==> config.mk <==
export PLATFORM = sky130hd
export DESIGN_NAME = pipe_ctrl_flat
export DESIGN_NICKNAME = d
export VERILOG_FILES = /design/src/rtl/y86_pkg.sv /design/src/rtl/pipe_ctrl_if.sv /design/src/rtl/pipe_hazard.sv /design/src/rtl/pipe_ctrl.sv /design/src/flat_wrapper.sv
export SDC_FILE = /design/constraint.sdc
export NUM_CORES = 1
export LEC_CHECK = 0
export CAP_MARGIN = 0
export CORE_MARGIN = 2
export CORE_UTILIZATION = 45
export CTS_CLUSTER_DIAMETER = 30
export CTS_CLUSTER_SIZE = 14
export DETAILED_ROUTE_END_ITERATION = 12
export PLACE_DENSITY = 0.81
export SLEW_MARGIN = 0
export SYNTH_ARGS = -nofsm -noshare
export SYNTH_HDL_FRONTEND = slang
export SYNTH_SLANG_ARGS = --single-unit
==> constraint.sdc <==
create_clock -name clk -period 4.6 [get_ports clk]
set_input_delay 0.69 -clock clk [delete_from_list [all_inputs] [get_ports clk]]
set_output_delay 0.69 -clock clk [all_outputs]
set_load 0.02 [all_outputs]
==> src/rtl/y86_pkg.sv <==
// Y86-64 status/icode/register constants shared by the pipeline registers and control.
package y86_pkg;

   localparam logic [2:0] SBUB = 3'd0;
   localparam logic [2:0] SAOK = 3'd1;
   localparam logic [2:0] SHLT = 3'd2;
   localparam logic [2:0] SADR = 3'd3;
   localparam logic [2:0] SINS = 3'd4;

   localparam logic [3:0] IHALT   = 4'h0;
   localparam logic [3:0] INOP    = 4'h1;
   localparam logic [3:0] IMRMOVQ = 4'h5;
   localparam logic [3:0] IOPQ    = 4'h6;
   localparam logic [3:0] IJXX    = 4'h7;
   localparam logic [3:0] IRET    = 4'h9;
   localparam logic [3:0] IPOPQ   = 4'hB;

   localparam logic [3:0] RNONE = 4'hF;

   typedef enum logic [1:0] {
      ST_FLUSH,
      ST_RUN,
      ST_HALT
   } run_state_t;

   function automatic logic is_exc(input logic [2:0] s);
      return (s == SHLT) || (s == SADR) || (s == SINS);
   endfunction

endpackage

==> src/rtl/pipe_ctrl_if.sv <==
// Hazard inputs and stage-control outputs exchanged between pipe_ctrl and the pipeline registers.
interface pipe_ctrl_if;

   logic [3:0]  D_icode;
   logic [3:0]  d_srcA;
   logic [3:0]  d_srcB;
   logic [3:0]  E_icode;
   logic [3:0]  E_dstM;
   logic        e_Cnd;
   logic [3:0]  M_icode;
   logic [2:0]  m_stat;
   logic [2:0]  W_stat;
   logic [3:0]  W_icode;

   logic        F_stall;
   logic        D_stall;
   logic        D_bubble;
   logic        E_bubble;
   logic        M_bubble;
   logic        W_stall;
   logic        set_cc;
   logic        halted;
   logic [2:0]  cpu_stat;
   logic [63:0] retired;
   logic [31:0] stall_cycles;

   modport master (
      input  D_icode, d_srcA, d_srcB, E_icode, E_dstM, e_Cnd, M_icode, m_stat, W_stat, W_icode,
      output F_stall, D_stall, D_bubble, E_bubble, M_bubble, W_stall, set_cc, halted, cpu_stat,
             retired, stall_cycles
   );

   modport slave (
      output D_icode, d_srcA, d_srcB, E_icode, E_dstM, e_Cnd, M_icode, m_stat, W_stat, W_icode,
      input  F_stall, D_stall, D_bubble, E_bubble, M_bubble, W_stall, set_cc, halted, cpu_stat,
             retired, stall_cycles
   );

endinterface

==> src/rtl/pipe_hazard.sv <==
// Combinational detection of load/use, return and branch-mispredict hazards.
module pipe_hazard (
   input  logic [3:0] i_D_icode,
   input  logic [3:0] i_d_srcA,
   input  logic [3:0] i_d_srcB,
   input  logic [3:0] i_E_icode,
   input  logic [3:0] i_E_dstM,
   input  logic       i_e_Cnd,
   input  logic [3:0] i_M_icode,
   output logic       o_loaduse,
   output logic       o_ret,
   output logic       o_mispred
);
   import y86_pkg::*;

   always_comb begin
      o_loaduse = ((i_E_icode == IMRMOVQ) || (i_E_icode == IPOPQ))
                  && (i_E_dstM != RNONE)
                  && ((i_E_dstM == i_d_srcA) || (i_E_dstM == i_d_srcB));
      o_ret     = (i_D_icode == IRET) || (i_E_icode == IRET) || (i_M_icode == IRET);
      o_mispred = (i_E_icode == IJXX) && !i_e_Cnd;
   end

endmodule

==> src/rtl/pipe_ctrl.sv <==
// Y86-64 pipeline control: stage stall/bubble generation, FLUSH/RUN/HALT run-state FSM,
// and retire / stall-cycle performance counters.
module pipe_ctrl #(
   parameter int unsigned FLUSH_CYCLES = 4
) (
   input  logic        clk,
   input  logic        rst,
   pipe_ctrl_if.master bus
);
   import y86_pkg::*;

   run_state_t  r_state;
   run_state_t  w_next;
   logic [3:0]  r_flush_cnt;
   logic [2:0]  r_cpu_stat;
   logic [63:0] r_retired;
   logic [31:0] r_stall_cycles;

   logic w_loaduse, w_ret, w_mispred, w_exc_m, w_exc_w;
   logic w_F_stall, w_D_stall, w_D_bubble, w_E_bubble, w_M_bubble, w_W_stall, w_set_cc;
   logic w_unused_w_icode;

   pipe_hazard u_hazard (
      .i_D_icode (bus.D_icode),
      .i_d_srcA  (bus.d_srcA),
      .i_d_srcB  (bus.d_srcB),
      .i_E_icode (bus.E_icode),
      .i_E_dstM  (bus.E_dstM),
      .i_e_Cnd   (bus.e_Cnd),
      .i_M_icode (bus.M_icode),
      .o_loaduse (w_loaduse),
      .o_ret     (w_ret),
      .o_mispred (w_mispred)
   );

   assign w_exc_m          = is_exc(bus.m_stat);
   assign w_exc_w          = is_exc(bus.W_stat);
   assign w_unused_w_icode = ^bus.W_icode;

   always_ff @(posedge clk or posedge rst) begin
      if (rst) begin
         r_state <= ST_FLUSH;
      end else begin
         r_state <= w_next;
      end
   end

   always_comb begin
      w_next = r_state;
      unique case (r_state)
         ST_FLUSH: if (r_flush_cnt == 4'(FLUSH_CYCLES - 1)) w_next = ST_RUN;
         ST_RUN:   if (w_exc_w) w_next = ST_HALT;
         ST_HALT:  w_next = ST_HALT;
         default:  w_next = ST_FLUSH;
      endcase
   end

   // loaduse takes priority over ret so D is never both stalled and bubbled
   always_comb begin
      w_F_stall  = 1'b0;
      w_D_stall  = 1'b0;
      w_D_bubble = 1'b0;
      w_E_bubble = 1'b0;
      w_M_bubble = 1'b0;
      w_W_stall  = 1'b0;
      w_set_cc   = 1'b0;
      unique case (r_state)
         ST_FLUSH: begin
            w_F_stall  = 1'b1;
            w_D_bubble = 1'b1;
            w_E_bubble = 1'b1;
            w_M_bubble = 1'b1;
         end
         ST_RUN: begin
            w_F_stall  = w_loaduse | w_ret;
            w_D_stall  = w_loaduse;
            w_D_bubble = w_mispred | (w_ret & ~w_loaduse);
            w_E_bubble = w_mispred | w_loaduse;
            w_M_bubble = w_exc_m | w_exc_w;
            w_W_stall  = w_exc_w;
            w_set_cc   = (bus.E_icode == IOPQ) && !w_exc_m && !w_exc_w;
         end
         ST_HALT: begin
            w_F_stall  = 1'b1;
            w_D_stall  = 1'b1;
            w_E_bubble = 1'b1;
            w_M_bubble = 1'b1;
            w_W_stall  = 1'b1;
         end
         default: ;
      endcase
   end

   always_ff @(posedge clk or posedge rst) begin
      if (rst) begin
         r_flush_cnt    <= '0;
         r_cpu_stat     <= SAOK;
         r_retired      <= '0;
         r_stall_cycles <= '0;
      end else begin
         if (r_state == ST_FLUSH) r_flush_cnt <= r_flush_cnt + 4'd1;
         if (r_state == ST_RUN) begin
            if (w_exc_w) r_cpu_stat <= bus.W_stat;
            if ((bus.W_stat == SAOK) && !w_W_stall) r_retired <= r_retired + 64'd1;
            if (w_F_stall && (r_stall_cycles != '1)) r_stall_cycles <= r_stall_cycles + 32'd1;
         end
      end
   end

   assign bus.F_stall      = w_F_stall;
   assign bus.D_stall      = w_D_stall;
   assign bus.D_bubble     = w_D_bubble;
   assign bus.E_bubble     = w_E_bubble;
   assign bus.M_bubble     = w_M_bubble;
   assign bus.W_stall      = w_W_stall;
   assign bus.set_cc       = w_set_cc;
   assign bus.halted       = (r_state == ST_HALT);
   assign bus.cpu_stat     = r_cpu_stat;
   assign bus.retired      = r_retired;
   assign bus.stall_cycles = r_stall_cycles;

endmodule

==> src/flat_wrapper.sv <==
// flat-port wrapper written by rule: the top's interface ports become plain ports
module pipe_ctrl_flat import y86_pkg::*;
#(
   parameter int unsigned FLUSH_CYCLES = 4
)
  (clk, rst, bus_D_icode, bus_d_srcA, bus_d_srcB, bus_E_icode, bus_E_dstM, bus_e_Cnd, bus_M_icode, bus_m_stat, bus_W_stat, bus_W_icode, bus_F_stall, bus_D_stall, bus_D_bubble, bus_E_bubble, bus_M_bubble, bus_W_stall, bus_set_cc, bus_halted, bus_cpu_stat, bus_retired, bus_stall_cycles);
  pipe_ctrl_if bus_i ();
  input  logic clk;
  input  logic rst;
  input wire logic [$bits(bus_i.D_icode)-1:0] bus_D_icode;
  input wire logic [$bits(bus_i.d_srcA)-1:0] bus_d_srcA;
  input wire logic [$bits(bus_i.d_srcB)-1:0] bus_d_srcB;
  input wire logic [$bits(bus_i.E_icode)-1:0] bus_E_icode;
  input wire logic [$bits(bus_i.E_dstM)-1:0] bus_E_dstM;
  input wire logic [$bits(bus_i.e_Cnd)-1:0] bus_e_Cnd;
  input wire logic [$bits(bus_i.M_icode)-1:0] bus_M_icode;
  input wire logic [$bits(bus_i.m_stat)-1:0] bus_m_stat;
  input wire logic [$bits(bus_i.W_stat)-1:0] bus_W_stat;
  input wire logic [$bits(bus_i.W_icode)-1:0] bus_W_icode;
  output wire logic [$bits(bus_i.F_stall)-1:0] bus_F_stall;
  output wire logic [$bits(bus_i.D_stall)-1:0] bus_D_stall;
  output wire logic [$bits(bus_i.D_bubble)-1:0] bus_D_bubble;
  output wire logic [$bits(bus_i.E_bubble)-1:0] bus_E_bubble;
  output wire logic [$bits(bus_i.M_bubble)-1:0] bus_M_bubble;
  output wire logic [$bits(bus_i.W_stall)-1:0] bus_W_stall;
  output wire logic [$bits(bus_i.set_cc)-1:0] bus_set_cc;
  output wire logic [$bits(bus_i.halted)-1:0] bus_halted;
  output wire logic [$bits(bus_i.cpu_stat)-1:0] bus_cpu_stat;
  output wire logic [$bits(bus_i.retired)-1:0] bus_retired;
  output wire logic [$bits(bus_i.stall_cycles)-1:0] bus_stall_cycles;
  assign bus_i.D_icode = bus_D_icode;
  assign bus_i.d_srcA = bus_d_srcA;
  assign bus_i.d_srcB = bus_d_srcB;
  assign bus_i.E_icode = bus_E_icode;
  assign bus_i.E_dstM = bus_E_dstM;
  assign bus_i.e_Cnd = bus_e_Cnd;
  assign bus_i.M_icode = bus_M_icode;
  assign bus_i.m_stat = bus_m_stat;
  assign bus_i.W_stat = bus_W_stat;
  assign bus_i.W_icode = bus_W_icode;
  assign bus_F_stall = bus_i.F_stall;
  assign bus_D_stall = bus_i.D_stall;
  assign bus_D_bubble = bus_i.D_bubble;
  assign bus_E_bubble = bus_i.E_bubble;
  assign bus_M_bubble = bus_i.M_bubble;
  assign bus_W_stall = bus_i.W_stall;
  assign bus_set_cc = bus_i.set_cc;
  assign bus_halted = bus_i.halted;
  assign bus_cpu_stat = bus_i.cpu_stat;
  assign bus_retired = bus_i.retired;
  assign bus_stall_cycles = bus_i.stall_cycles;
  pipe_ctrl #(.FLUSH_CYCLES(FLUSH_CYCLES)) u_core (.clk(clk), .rst(rst), .bus(bus_i));
endmodule
==> results.md <==
- Largest net degree at the start of global routing: 37
- Initial core utilization: 0.462
- Initial antenna violation count: 0
- Tcrit/Tclk final: 0.784
- Synthesized area: approximately 0.0053 mm²
- Largest cells by area after synthesis: dfrtp_1 (49%), xnor2_1 (9.0%), xor2_1 (8.5%)
- Area leader, netlist: dfrtp_1
- XOR/XNOR Fraction of Synth Area: 0.174
- Critical Path Source Type: input port
- Compound-cell area share of the yosys netlist: 0.0220
- # Max-Cap Violations: 0
- Vias per cell: about 5.4
- Commonest non-fill, non-tap cells in the layout: clkdlybuf4s50_1 (139), dfrtp_1 (104), xnor2_1 (54), nand2_1 (54), xor2_1 (51)
- Most used cell, CP: a21oi_1
- Vias after detailed routing: approximately 4300
- Htree depth: 3
- Critical Path Sink Type: output pin
- Data arrival time of the worst path: 2.92 ns
- Dpl hpwl: 9.53 mm
- Final setup violation count: 0
- Nets: 698
- Worst VDD drop: between 0.0003 and 0.0004 V
- DR DRC count: 0
- Critical path type: in -> out
- Post-cts sizing count: 0
- Synth Area in Simple Gates: 0.263
- Largest family of logic cells by synthesized area: simple AND/OR/NAND/NOR gates
- Die X-Extent: 112 µm
- # hold bufs at CTS: 0
- Mapped Cells: 511
- Hold Path Class: reg -> reg
- GRT overflow: 0
- Seq/Total Area, Yosys: 0.498
- Port Buffers: 139
- Yosys cell types: 48
- Syn avg cell area: 10.3 µm²
- CP required: 3.91 ns
- Fmax: 277 MHz
- Leak pwr: 0.00312 µW
- EDFF count, synth: 0
- Root buf cell: clkbuf_16
- Syn_nets: 555
- Final ANT Viol Nets: 0
- Layout cells sized above 1: 0.0516
- Die ar.: 0.0126 mm²
- Core Region: 0.0114 mm²
- Worst path buffer plus inverter count: 2
- Drt initial violations: 295
- Sum Neg Setup Slack: 0 ns
- IO Pins: around 140
- P&R area growth vs syn: 35.6%
- Post-synth ARST share: 1.00
- CTS Sinks: around 110
- Largest delay share family, worst path: buffers and inverters
- Power Density: 368 mW/mm²
- Clk slew on worst S/H paths: 0.07 ns
- CP Cell Sequence: clkdlybuf4s50_1 > xnor2_1 > nand4_1 > a21oi_1 > a21oi_1 > a21oi_1 > clkdlybuf4s50_1
- Slew headroom: 0.302
- Minimum clock period after layout: about 3.6 ns
- Post-synthesis mux area share: 0.0102
- Fillers: 962
- Std-Cell Rows: 39
- Pwr Total: 2630 µW
- Final non-filler cell area: 0.00716 mm²
- Die height: 112 µm
- Utilization after layout: 0.627
- Commonest non-fill, non-tap cell in the layout: clkdlybuf4s50_1
- WL per Instance: 15.9 µm
- Multi-input logic area: 0.00257 mm²
- Gr usage total: 0.210
- Status: completed
- GP Congestion: 0.845
- First-pass GRT wire length: 21.6 mm
- CTS tree: done
- Post-synth top flop: dfrtp_1
- Fin Clk Skew: 0.00751 ns
- Final Hold Fails: 0
- Drt first pass iters: 5
- DP Area: around 0.0068 mm²
- Adder-cell share of the synthesized area: 0.0166
- Max clock buf depth: 2
- WL final: ~13 mm
- Synth Register Bits: ~110
- Crit-path slowest cell: clkdlybuf4s50_1
- Yosys Warn Count: 0
- Critical Path Max Stage Delay: about 0.63 ns
- Inserted Diodes: 0
- CTS Buf Count: 9
- RSZ-0062 raised after global routing: no
- Vias in the first global route: 4375
- Top-area cell type share of the netlist area: 0.493
- Clock latency on the worst-skew pair: 0.36 ns
- Final Slew Violations: 0
- Setup Buffers After CTS: 0
- Sequential cell area: 0.00263 mm²
- CP Max Fanout: 6
- Worst-Margin Slew: 1.04 ns
## registers in the layout, indices dropped and copies added (netlist names)
register and count:
u_core.bus.cpu_stat 3, u_core.r_state 2, u_core.r_flush_cnt 4, u_core.bus.stall_cycles 32, u_core.bus.retired 64
## final cells by class
cell class / instances / area share
flip-flops and latches: 105 / 0.367
repair buffers: 143 / 0.199
clock buffers: 9 / 0.0315
inverters: 9 / 0.00507
clock inverters: 7 / 0.0138
multi-input cells: 386 / 0.359
well taps: 143 / 0.0250
## metal layers
layer	up-vias	share of wire	track usage
met2	125	0.51	0.353
li1	2076	-	-
met4	0	0.019	0.0650
met5	-	0	0
met3	17	0.052	0.0567
met1	2104	0.42	0.265
## cell families after synthesis
kind of cell | Yosys count
AO/OA/AOI/OAI | 19
XOR/XNOR | 105
adder cells (fa/ha/maj) | 7
buffers and inverters | 20
flip-flops | 105
multiplexers | 5
AND/OR/NAND/NOR | 250
## synthesized netlist by cell type (10+ instances only)
cell	count
xor2_1	51
dfrtp_1	104
nor4_1	10
nor3_1	29
nor2_1	32
and3_1	18
nand2_1	54
nand4_1	30
and4_1	11
xnor2_1	54
nand3_1	28
## report_power, final
group	internal, µW	switching (µW)	leakage [µW]
Combinational	313	405	0.00159
Clock	482	358	0.000157
Sequential	995	80.8	0.00137
## worst paths after layout
kind / from / end / slack, ns / cells past startpoint
min: u_core.bus.retired[63] / u_core.bus.retired[63] / 0.47 / 1
min reg2reg: u_core.bus.retired[63] / u_core.bus.retired[63] / 0.47 / 1
min in group asynchronous: rst / u_core.bus.retired[10] / 0.69 / 2
max: bus_E_dstM[3] / bus_E_bubble / 0.99 / 7
max reg2reg: u_core.r_state[1] / u_core.bus.retired[55] / 1.52 / 8
max in group asynchronous: rst / u_core.bus.retired[49] / 3.09 / 3
## through the flow
| stage | hold WS [ns] | worst slack, ns | std cells |
|---|---|---|---|
| 6_report | 0.471 | 0.992 | 802 |
| 5_1_grt | 0.485 | 0.789 | 802 |
| 4_1_cts | 0.475 | 0.971 | 802 |
| 3_5_place_dp | 0.465 | 0.979 | 786 |
| 3_3_place_gp | 0.456 | 1.08 | 786 |
| 2_1_floorplan | 0.447 | 1.15 | 511 |
## worst register-to-register path: stages, from the launching register on
cell and delay [ns]:
dfrtp_1 0.40, inv_1 0.10, ha_1 0.44, and4bb_2 0.37
nand4_2 0.15, or4_1 0.80, nor3_4 0.38, and3_1 0.21
xor2_1 0.15
(Power assumes the default switching activity.)
==> RTL edit 1: new RTL, same flow settings <==
Re-encode `run_state_t` (3 states) as one-hot, 3 bits wide.
--- a/src/rtl/y86_pkg.sv
+++ b/src/rtl/y86_pkg.sv
@@ -17,10 +17,10 @@
 
    localparam logic [3:0] RNONE = 4'hF;
 
-   typedef enum logic [1:0] {
-      ST_FLUSH,
-      ST_RUN,
-      ST_HALT
+   typedef enum logic [2:0] {
+      ST_FLUSH = 3'b001,
+      ST_RUN   = 3'b010,
+      ST_HALT  = 3'b100
    } run_state_t;
 
    function automatic logic is_exc(input logic [2:0] s);
Function: no difference found for any inputs over 10 cycles, from zero or initial values and one cycle with rst high; not proved beyond that.
==> RTL edit 1 against the original RTL <==
  * Cell area shrank 2.6%
  * Sequential cell count is 1 higher
  * Worst hold slack better by 1.7 ps
  * First-iteration DRC count fell by 36%
  * Worst setup slack worse by 15 ps
  * Area after synthesis shrank 3.5%
  * Largest cell class unchanged
  * Maximum frequency is 0.41% lower
  * Routed wire length shrank 1.0%
  * Synthesized cell count down 5.7%
  * Count of clock-buffer cells in the layout did not move
  * Die area down 3.3%
  * Highest routed layer unchanged
Power is not compared: it rests on default switching activity, and its combinational part moved more than twofold at a synthesized area within 25%.
==> RTL edit 1: results (changes against the original RTL) <==
| Metric | Value |
|---|---|
| Post-placement cell area | `6640 um^2 (-2.8%)` |
| Vias in the first global route | `4403 (+0.64%)` |
| Largest net degree at the start of global routing | `88 (+140%)` |
| Crit-path max cell delay | `550 ps (-80 ps)` |
| Via/cell ratio | `5.41 (+0.35%)` |
| Post-synthesis compound-gate area fraction | `0.0167 (-0.00535)` |
| DRT iter0 DRCs | `190 (-36%)` |
| Global-route wire length before repair | `21.5 mm (-0.25%)` |
| Fillcell total | `908 (-5.6%)` |
| Post-synthesis mux area share | `0.0150 (+0.00478)` |
| Clk_skew | `9.68 ps (+2.17 ps)` |
| Reg2Reg Depth | `6 (-2)` |
| Total Power | `0.00182 W` |
| Count of nets after finishing | `667 (-4.4%)` |
| Seq/Total Area, Yosys | `0.521 (+0.0230)` |
| Drt wl/cell | `16.4 um (+2.8%)` |
| Status | `completed` |
| Relative slew margins | `0.286 (-0.0159)` |
| XOR/XNOR Fraction of Synth Area | `0.180 (+0.00624)` |
| Max FO, Critical Path | `5 (-1)` |
| RePlAce Congestion | `0.834 (-1.3%)` |
| R2r endpoint | `u_core.bus.stall_cycles[1]$_DFFE_PP0P_` |
| Top cells by area, synth | `dfrtp_1, xor2_1, xnor2_1` |
| R2R Setup Slk | `2000 ps (+480 ps)` |
| R2r startpoint | `u_core.bus.stall_cycles[0]$_DFFE_PP0P_` |
==> RTL edit 1: critical path, delay by kind of cell <==
kind | cells | cell delay [ps]
compound gates | 2 | 410
buf+inv | 3 | 1150
simple gates | 3 | 690
==> RTL edit 1: stage by stage <==
| step | util | hold WS, ps |
|---|---|---|
| 4_1_cts | 0.637 | 478 |
| 6_report | 0.637 | 473 |
| 3_5_place_dp | 0.607 | 464 |
| 2_1_floorplan | - | 446 |
| 3_3_place_gp | 0.607 | 462 |
| 5_1_grt | 0.637 | 514 |
==> RTL edit 1: area by class of cell <==
type                    count  area share
clock buffers               9      0.0323
flip-flops and latches    106       0.381
clock inverters             7      0.0145
repair buffers            140       0.201
multi-input cells         361       0.341
inverters                   9     0.00521
well taps                 140      0.0251
==> RTL edit 1: layer usage <==
metal,GRT usage,vias up,wire length [um]
met5,0,-,0
met4,0.0575,0,123
met3,0.0461,10,739
met2,0.362,148,6360
met1,0.273,2058,5400
li1,-,1959,-
==> RTL edit 2: new RTL, same flow settings <==
Without the edit above. Make the reset (`rst`) synchronous in 2 clocked blocks.
--- a/src/rtl/pipe_ctrl.sv
+++ b/src/rtl/pipe_ctrl.sv
@@ -37,7 +37,7 @@
    assign w_exc_w          = is_exc(bus.W_stat);
    assign w_unused_w_icode = ^bus.W_icode;
 
-   always_ff @(posedge clk or posedge rst) begin
+   always_ff @(posedge clk) begin
       if (rst) begin
          r_state <= ST_FLUSH;
       end else begin
@@ -91,7 +91,7 @@
       endcase
    end
 
-   always_ff @(posedge clk or posedge rst) begin
+   always_ff @(posedge clk) begin
       if (rst) begin
          r_flush_cnt    <= '0;
          r_cpu_stat     <= SAOK;
Behaviour: differs if rst is asserted again (counterexample within 10 cycles, from zero or initial values and one cycle with rst high); with rst held inactive, the same outputs for 10 cycles.
==> RTL edit 2 against the original RTL <==
  * Clock skew down 1.5 ps
  * Cell area down 1.6%
  * Routed wire length up 6.8%
  * Sequential cell count unchanged
  * Worst hold slack better by 8.8 ps
  * Synthesized cell count up 27%
  * Maximum frequency up 1.2%
  * Via count up 20%
  * Area after synthesis up 0.33%
  * Cell count up 14%
  * Die area up 0.31%
  * Worst setup slack better by 43 ps
  * Critical path type unchanged
  * Critical endpoint is now bus_F_stall
  * Highest routed layer unchanged
Power is not compared: it rests on default switching activity, and its combinational part moved more than twofold at a synthesized area within 25%.
==> RTL edit 2: results (changes against the original RTL) <==
| Metric | Value |
|---|---|
| Post CTS Setup Buffer Count | `0 (unchanged)` |
| LEAKAGE | `approximately 2.2 nW` |
| Post-placement cell area | `6710 um^2 (-1.7%)` |
| PostCTS Resize Cnt | `0 (unchanged)` |
| Hold Crit Start | `u_core.bus.cpu_stat[2]$_SDFFE_PP0P_` |
| Yosys Warn Count | `0 (unchanged)` |
| Hold WC Path Type | `flip-flop to flip-flop` |
| Number of flip-flops in the largest register | `64 (unchanged)` |
| Gr usage total | `0.212 (+0.00271)` |
| # diodes | `0 (unchanged)` |
| Clk slew on worst S/H paths | `70 ps (about the same)` |
| Worst setup startpoint | `bus_E_dstM[3]` |
| DP Worst Slack | `1030 ps (+53.6 ps)` |
| R2r startpoint | `u_core.r_state[1]$_SDFFE_PP0P_` |
| Worst slew pin tran | `1080 ps (+46.9 ps)` |
| Via/cell ratio | `5.65 (+4.8%)` |
| Peak VDD IR | `195 uV` |
| Root buf cell | `clkbuf_16` |
| Max FO, Critical Path | `4 (-2)` |
| Fillcell total | `989 (+2.8%)` |
| Drt wl/cell | `14.8 um (-6.7%)` |
| CTS H-Tree Depth | `3 (unchanged)` |
| Crit-path max cell delay | `about 640 ps` |
| I/O Buffers | `139 (unchanged)` |
| Clock Latency Late Sink | `360 ps (about the same)` |
| Layout cells sized above 1 | `0.0297 (-0.0219)` |
| Post-synth top cells | `dfxtp_1, nor2_1, nand2_1` |
| Post-DP HPWL | `9.57 mm (+0.40%)` |
| DRT iter0 DRCs | `396 (+34%)` |
| Async SR Flop Fraction | `0 (-1.00)` |
| RePlAce Congestion | `0.814 (-3.6%)` |
| Detailed Routing Iterations Pass 1 | `5 (unchanged)` |
| Max Root-Sink Buffers | `2 (unchanged)` |
| Library cells used by synthesis | `50 (+4.2%)` |
| CP Data Arrival Time | `2870 ps (-50 ps)` |
| Initial antenna violation count | `0 (unchanged)` |
| Top cells by area, synth | `dfxtp_1, xnor2_1, nor2_1` |
| Count of nets after finishing | `814 (+17%)` |
| Clk_skew | `5.99 ps (-1.53 ps)` |
| Largest net degree at the start of global routing | `107 (+190%)` |
| Global-route wire length before repair | `22.7 mm (+5.1%)` |
| Slowest CP cell | `clkdlybuf4s50_1` |
| Vias in the first global route | `4942 (+13%)` |
| Seq/Total Area, Yosys | `0.397 (-0.101)` |
| Status | `completed` |
| TritonCTS Buffers | `9 (unchanged)` |
| Top Family by Delay on Critical Path | `buffers and inverters` |
| Synth Net Count | `692 (+25%)` |
==> RTL edit 2: layout make-up <==
| cell class | instances | area [um^2] | area share |
|---|---|---|---|
| inverter | 20 | 75.1 | 0.0107 |
| tap | 143 | 179 | 0.0254 |
| timing repair buffer | 140 | 1400 | 0.198 |
| clock buffer | 9 | 225 | 0.0320 |
| sequential | 105 | 2100 | 0.299 |
| multi-input combinational | 494 | 2960 | 0.420 |
| clock inverter | 7 | 103 | 0.0146 |
==> RTL edit 2: routing by layer <==
layer  routed length [um]  track usage  share of wire  up-vias
met1                 5880        0.258           0.43     2454
li1                     -            -              -     2558
met2                 6700        0.367           0.49      152
met4                  249       0.0886          0.018        0
met3                  789       0.0421          0.058       22
met5                    0            0              0        -
==> RTL edit 2: final timing paths <==
check / to / slack (ps) / cells after the start
max: bus_F_stall / 1040 / 7
min: u_core.bus.cpu_stat[2]$_SDFFE_PP0P_ / 480 / 2
max reg2reg: u_core.bus.retired[31]$_SDFFE_PP0P_ / 1640 / 8
min reg2reg: u_core.bus.cpu_stat[2]$_SDFFE_PP0P_ / 480 / 2
==> RTL edit 2: power by group <==
group / total, W / switching (W) / internal, W
clock network: 0.000851 / 0.000367 / 0.000484
registers: 0.000934 / 0.0000126 / 0.000921
logic: 0.000196 / 0.000111 / 0.0000850
total: 0.00198 / 0.000491 / 0.00149
==> RTL edit 2: stage by stage <==
stage	power (W)	cells	hold WS, ps
4_1_cts	0.00199	918	483
3_5_place_dp	0.00115	902	466
5_1_grt	0.00205	918	523
3_3_place_gp	0.00114	902	457
2_1_floorplan	0.00109	648	469
6_report	0.00198	918	480
==> RTL edit 2: kinds of logic after synthesis <==
| family | share of synthesized area |
|---|---|
| adders and majority gates | 0.0165 |
| DFF | 0.397 |
| AOI/OAI and AO/OA | 0.108 |
| xor gates and xnor gates | 0.111 |
| muxes | 0.00756 |
| buffers and inverters | 0.0442 |
| and+or+nand+nor | 0.316 |
==> RTL edit 2: worst register-to-register path, stage by stage (launching register included) <==
cell and delay, ps:
dfxtp_1 340, inv_1 90, ha_1 400, and4bb_2 360, and4_1 460, nand4_1 510
nor4_1 430, xnor2_1 170, nor2_1 50
